### src/rtl/mult_share_arbiter.sv
// -----------------------------------------------------------------------------
// mult_share_arbiter
//
// Purpose:
//   Shares a single combinational 4x4 array multiplier between four client
//   requesters. A round-robin arbiter picks one requester and captures its
//   operands. The captured operands settle through the multiplier for LATENCY
//   cycles, and the registered product is then returned to the owner with a
//   valid/ready handshake.
//
// Ports:
//   clk          system clock, rising edge
//   rst          synchronous active-high reset
//   req[3:0]     per-requester request, bit i belongs to requester i
//   req_a[15:0]  packed multiplicands, [4i+3:4i] belongs to requester i
//   req_b[15:0]  packed multipliers,   [4i+3:4i] belongs to requester i
//   gnt[3:0]     one-hot grant; the winner's operands are captured this edge
//   busy         high whenever the block is not idle
//   rsp_valid    result available
//   rsp_id[1:0]  requester that owns the result
//   rsp_product  registered unsigned product
//   rsp_ready    consumer accepts the result
//
// Parameters:
//   NUM_REQ  number of requesters (fixed at 4, the ID field is 2 bits)
//   LATENCY  cycles spent in COMPUTE before the product is registered (1..15)
// -----------------------------------------------------------------------------

// -----------------------------------------------------------------------------
// Array_multiplier
//
// Purpose:
//   Unsigned 4x4 combinational array multiplier built from AND-gate partial
//   products and rows of ripple-carry full adders.
//
// Ports:
//   inp1[3:0]     multiplicand
//   inp2[3:0]     multiplier
//   product[7:0]  inp1 * inp2
// -----------------------------------------------------------------------------
module Array_multiplier (
  input  logic [3:0] inp1,
  input  logic [3:0] inp2,
  output logic [7:0] product
);

  logic [3:0] pp [4];
  logic [4:0] row;
  logic [4:0] row_nxt;
  logic       carry;
  logic       fa_a;
  logic       fa_b;

  // Each adder row adds the next partial product to the upper four bits of the
  // previous row; the bit shifted out at the bottom is one final product bit.
  always_comb begin
    for (int r = 0; r < 4; r++) begin
      pp[r] = inp1 & {4{inp2[r]}};
    end

    product    = '0;
    row        = {1'b0, pp[0]};
    row_nxt    = '0;
    carry      = 1'b0;
    fa_a       = 1'b0;
    fa_b       = 1'b0;
    product[0] = row[0];

    for (int r = 1; r < 4; r++) begin
      carry = 1'b0;
      for (int j = 0; j < 4; j++) begin
        fa_a       = row[j+1];
        fa_b       = pp[r][j];
        row_nxt[j] = fa_a ^ fa_b ^ carry;
        carry      = (fa_a & fa_b) | (fa_a & carry) | (fa_b & carry);
      end
      row_nxt[4] = carry;
      row        = row_nxt;
      product[r] = row[0];
    end

    product[7:4] = row[4:1];
  end

endmodule

module mult_share_arbiter #(
  parameter int NUM_REQ = 4,
  parameter int LATENCY = 1
) (
  input  logic                   clk,
  input  logic                   rst,
  input  logic [NUM_REQ-1:0]     req,
  input  logic [4*NUM_REQ-1:0]   req_a,
  input  logic [4*NUM_REQ-1:0]   req_b,
  output logic [NUM_REQ-1:0]     gnt,
  output logic                   busy,
  output logic                   rsp_valid,
  output logic [1:0]             rsp_id,
  output logic [7:0]             rsp_product,
  input  logic                   rsp_ready
);

  typedef enum logic [1:0] {
    IDLE    = 2'd0,
    COMPUTE = 2'd1,
    RESP    = 2'd2
  } state_t;

  state_t     state;
  state_t     state_nxt;

  logic [1:0] ptr;
  logic [3:0] cnt;
  logic [3:0] op_a;
  logic [3:0] op_b;
  logic [1:0] cur_id;

  logic [1:0] winner;
  logic       found;
  logic [1:0] idx;
  logic       grant_any;
  logic [7:0] mult_product;

  // Round-robin search: scan from the pointer upward with wrap and keep the
  // first requester found. The 2-bit index wraps naturally modulo 4.
  always_comb begin
    winner = '0;
    found  = 1'b0;
    idx    = '0;
    for (int i = 0; i < NUM_REQ; i++) begin
      idx = ptr + 2'(i);
      if (!found && req[idx]) begin
        found  = 1'b1;
        winner = idx;
      end
    end
  end

  // State register.
  always_ff @(posedge clk) begin
    if (rst) begin
      state <= IDLE;
    end else begin
      state <= state_nxt;
    end
  end

  // Next-state logic.
  always_comb begin
    state_nxt = state;
    case (state)
      IDLE: begin
        if (grant_any) begin
          state_nxt = COMPUTE;
        end
      end
      COMPUTE: begin
        if (cnt == 4'd1) begin
          state_nxt = RESP;
        end
      end
      RESP: begin
        if (rsp_ready) begin
          state_nxt = IDLE;
        end
      end
      default: state_nxt = IDLE;
    endcase
  end

  // Outputs. Grants are only offered while idle and never during reset, so a
  // request arriving while busy simply waits for the next idle cycle.
  always_comb begin
    gnt = '0;
    if (state == IDLE && !rst && found) begin
      gnt[winner] = 1'b1;
    end
    grant_any = |gnt;
    busy      = (state != IDLE);
    rsp_valid = (state == RESP);
  end

  // Datapath: operand capture, pointer update, settle counter and result
  // registers. rsp_product/rsp_id only change when leaving COMPUTE, so they
  // stay stable throughout RESP regardless of rsp_ready.
  always_ff @(posedge clk) begin
    if (rst) begin
      ptr         <= '0;
      cnt         <= '0;
      op_a        <= '0;
      op_b        <= '0;
      cur_id      <= '0;
      rsp_product <= '0;
      rsp_id      <= '0;
    end else begin
      case (state)
        IDLE: begin
          if (grant_any) begin
            op_a   <= req_a[{winner, 2'b00} +: 4];
            op_b   <= req_b[{winner, 2'b00} +: 4];
            cur_id <= winner;
            ptr    <= winner + 2'd1;
            cnt    <= 4'(LATENCY);
          end
        end
        COMPUTE: begin
          cnt <= cnt - 4'd1;
          if (cnt == 4'd1) begin
            rsp_product <= mult_product;
            rsp_id      <= cur_id;
          end
        end
        default: begin
        end
      endcase
    end
  end

  Array_multiplier u_mult (
    .inp1    (op_a),
    .inp2    (op_b),
    .product (mult_product)
  );

endmodule

### config.mk
export PLATFORM = sky130hd
export DESIGN_NAME = mult_share_arbiter
export DESIGN_NICKNAME = d
export VERILOG_FILES = /design/src/rtl/mult_share_arbiter.sv
export SDC_FILE = /design/constraint.sdc
export NUM_CORES = 1
export LEC_CHECK = 0
export CORE_AREA = 2 2 91 49
export DETAILED_ROUTE_END_ITERATION = 10
export DIE_AREA = 0 0 93 51
export PLACE_DENSITY = 0.77
export SETUP_SLACK_MARGIN = 0.2
export SKIP_LAST_GASP = 1
export SLEW_MARGIN = 0
export SYNTH_ARGS = -nofsm -noshare
export SYNTH_HDL_FRONTEND = slang
export SYNTH_HIERARCHICAL = 1
export SYNTH_SLANG_ARGS = --single-unit
### constraint.sdc
create_clock -name clk -period 4.4 [get_ports clk]
set_clock_uncertainty 0.2 [all_clocks]
set_input_delay 0.44 -clock clk [delete_from_list [all_inputs] [get_ports clk]]
set_output_delay 0.44 -clock clk [all_outputs]
set_load 0.01 [all_outputs]
==> run_results.csv <==
group,metric,value,unit
min_path,worstHoldPathCells,2,
clocking,path_clk_slew,0.09,ns
grt,grt_overflow_total,0,
min_path,hp-class,"reg2reg",
synth,async_reset_ff_share,0,%
route,wl_met1,2070,um
worst_setup_path,cp_max_fo,5,
worst_setup_path,crit_chain,"and2_4, ha_4, fa_2, inv_2, fa_1, inv_2, fa_2, inv_2, fa_1, fa_2, fa_2, fa_1, inv_1, mux2i_1, nor2_1",
power_and_ir_drop,peakVddDrop,0.000154,V
floorplan,start_util,42.4,%
clocking,cts_root_buffer,"clkbuf_8",
synth,synth_seq_cells,28,
finish,syn2layout_area_growth,38.4,%
placed_design,io_buffers,54,
route,vias,1451,
synth,ys_types,33,
route,drt_pass1_iterations,4,
synth,synth_area,1730,sq um
finish,antennaDiodeCount,0,
synth,postSynthAreaPerCell,9.07,sq um
clocking,cts_buffers,3,
grt,antenna_found_initial,0,
route,drcViolationCount,0,
timing,setup_tns,0,ns
placed_design,dp_hpwl,2970,um
worst_setup_path,cp-end-kind,"flip-flop",
synth,synth_edf_count,0,
synth,ys_warn_count,6,
clocking,tritoncts,"yes",
finish,final_common_cell,"clkdlybuf4s50_1",
finish,drive_gt1_share,11.1,%
worst_setup_path,crit_path_max_incr_delay,0.52,ns
timing,setup_viol,0,
floorplan,die-area,4740,sq um
timing,relSlewSlack,54.7,%
synth,ys_seq_area_share,32.4,%
floorplan,ioPinCount,55,
route,postRouteAntennaNets,0,
grt,grt_first_pass_wirelength,6460,um
clocking,cts_sinks,28,
route,top_layer_used,"met4",
worst_setup_path,regToRegSetupSlack,0.31,ns
timing,hold_violations,0,
worst_setup_path,crit_type,"reg2reg",
route,wl_met2,1540,um
timing,finalMaxSlewViolations,0,
finish,fin_util,58.7,%
timing,worst_pin_slew,0.678,ns
worst_setup_path,slowest_stage,"fa_1",
finish,layout_common_cells,"54 x clkdlybuf4s50_1, 27 x mux2i_1, 25 x nor2_1",
finish,finalNetCount,298,
timing,finalCritPeriodShare,93.0,%
placed_design,place_ws,0.173,ns
worst_setup_path,crit_arrival,4.06,ns
grt,gr-usage-all-layers,17.2,%
run_status,status,"completed",
power_and_ir_drop,power.density,307,nW/um^2
synth,synth_cells,191,
timing,layout_setup_ws,0.309,ns
worst_setup_path,cpMostUsedCell,"fa_2",
floorplan,rows,17,
floorplan,core_area,4080,sq um
route,routed-wl-met3,194,um
placed_design,gp_congestion,0.857,
synth,synthFlopType,"dfxtp_1",
synth,synth_nets,244,
worst_setup_path,reg2regPathDepth,15,
clocking,h-tree-depth,1,
min_path,hp-start,"cur_id[1]",
route,routed_via_density,4.82,
clocking,cts_max_path_buffers,2,
worst_setup_path,worst_r2r_endpoint,"rsp_product[6]",
floorplan,die_x,93,um
grt,grt_pass1_vias,1427,
worst_setup_path,cp.required,4.37,ns
route,routed_wirelength,3820,um
route,wl_per_cell,12.7,um
timing,fmax,244,MHz
power_and_ir_drop,p_leak,0.00102,uW
worst_setup_path,startpoint_type,"flip-flop",
grt,grt_max_degree,23,
worst_setup_path,rr_startpoint,"op_a[1]",
timing,period_needed,4.09,ns
clocking,holdBufCountCts,0,
min_path,hold-path-endpoint,"cur_id[1]",
flow_run,drv_cap,0,
floorplan,fp.dieH,51,um
route,first_iter_violations,36,
clocking,clk_latency,0.27,ns
timing,rsz0062_at_grt,"yes",
[routing by layer]
metal	vias to the layer above	GRT usage (%)
met3	2	4.28
met5	-	0
li1	746	-
met1	658	25.0
met2	45	26.1
met4	0	3.19
[layout make-up]
| class | instances | area [sq um] |
|---|---|---|
| Clock buffer | 4 | 55.1 |
| Fill cell | 361 | 1690 |
| Inverter | 18 | 67.6 |
| Multi-Input combinational cell | 137 | 1070 |
| Sequential cell | 28 | 566 |
| Tap cell | 57 | 71.3 |
| Timing Repair Buffer | 57 | 563 |
[stage by stage]
step                      hold slack [ns]  area [sq um]  power [uW]  instances
after floorplan                     0.236          1730         490        191
after global placement              0.245          2300         566        296
after detailed placement            0.266          2300         573        296
after CTS                           0.279          2360         735        300
after global routing                0.314          2400         784        301
final                               0.272          2400         737        301
[cell families (layout without fill, tap and decap cells)]
logic type,Yosys count,count (layout),share of synthesized area (%)
fa+ha+maj,14,14,13.6
xor+xnor,2,2,1.01
simple gates,69,69,18.9
compound gates,25,25,11.4
flops,28,28,32.4
buf+inv,26,79,7.15
mux,27,27,15.6
[how the worst max path moves through the flow]
stage,start,endpoint,slack [ns],depth (start not counted)
detailed placement,op_b[0],rsp_product[6],0.17,15
floorplan,op_b[0],rsp_product[6],0.38,15
global placement,op_a[1],rsp_product[6],0.30,15
finish,op_a[1],rsp_product[6],0.31,15
CTS,op_b[0],rsp_product[6],0.21,15
global route,op_b[0],rsp_product[6],0.18,15
[synthesized netlist by cell type (all sizes together) (5+ instances only)]
cell type | n | area [sq um]
dfxtp | 28 | 561
mux2i | 27 | 270
nor2 | 26 | 105
nand2 | 20 | 77.6
inv | 18 | 67.6
and2 | 10 | 62.6
fa | 8 | 160
o221ai | 8 | 70.1
a21oi | 7 | 35.0
buf | 6 | 48.8
ha | 6 | 75.1
nand2b | 5 | 31.3
[sequential cells by signal, indices dropped and copies added (netlist names)]
signal and count:
cur_id 2, ptr 2, op_b 4, state 2, rsp_product 8, cnt 4
op_a 4, rsp_id 2
[worst max-delay path, delay by kind of cell, from the launching register on]
kind | cells | cell delay [ns]
mux | 1 | 0.13
simple gates | 2 | 0.22
flops | 1 | 0.35
fa+ha+maj | 8 | 2.87
buf+inv | 4 | 0.22
[report_power, final]
part / switching [uW] / internal, uW / total, uW
registers: 33.2 / 287 / 320
logic: 123 / 132 / 256
clock network: 80.3 / 80.2 / 161
[what timing repair did]
item                                    in CTS  in global routing
endpoints found under the setup margin       1                  1
resized for setup                            5                 10
pin swaps                                    0                  9
buffers inserted                             0                  1
(Power assumes the default switching activity.)
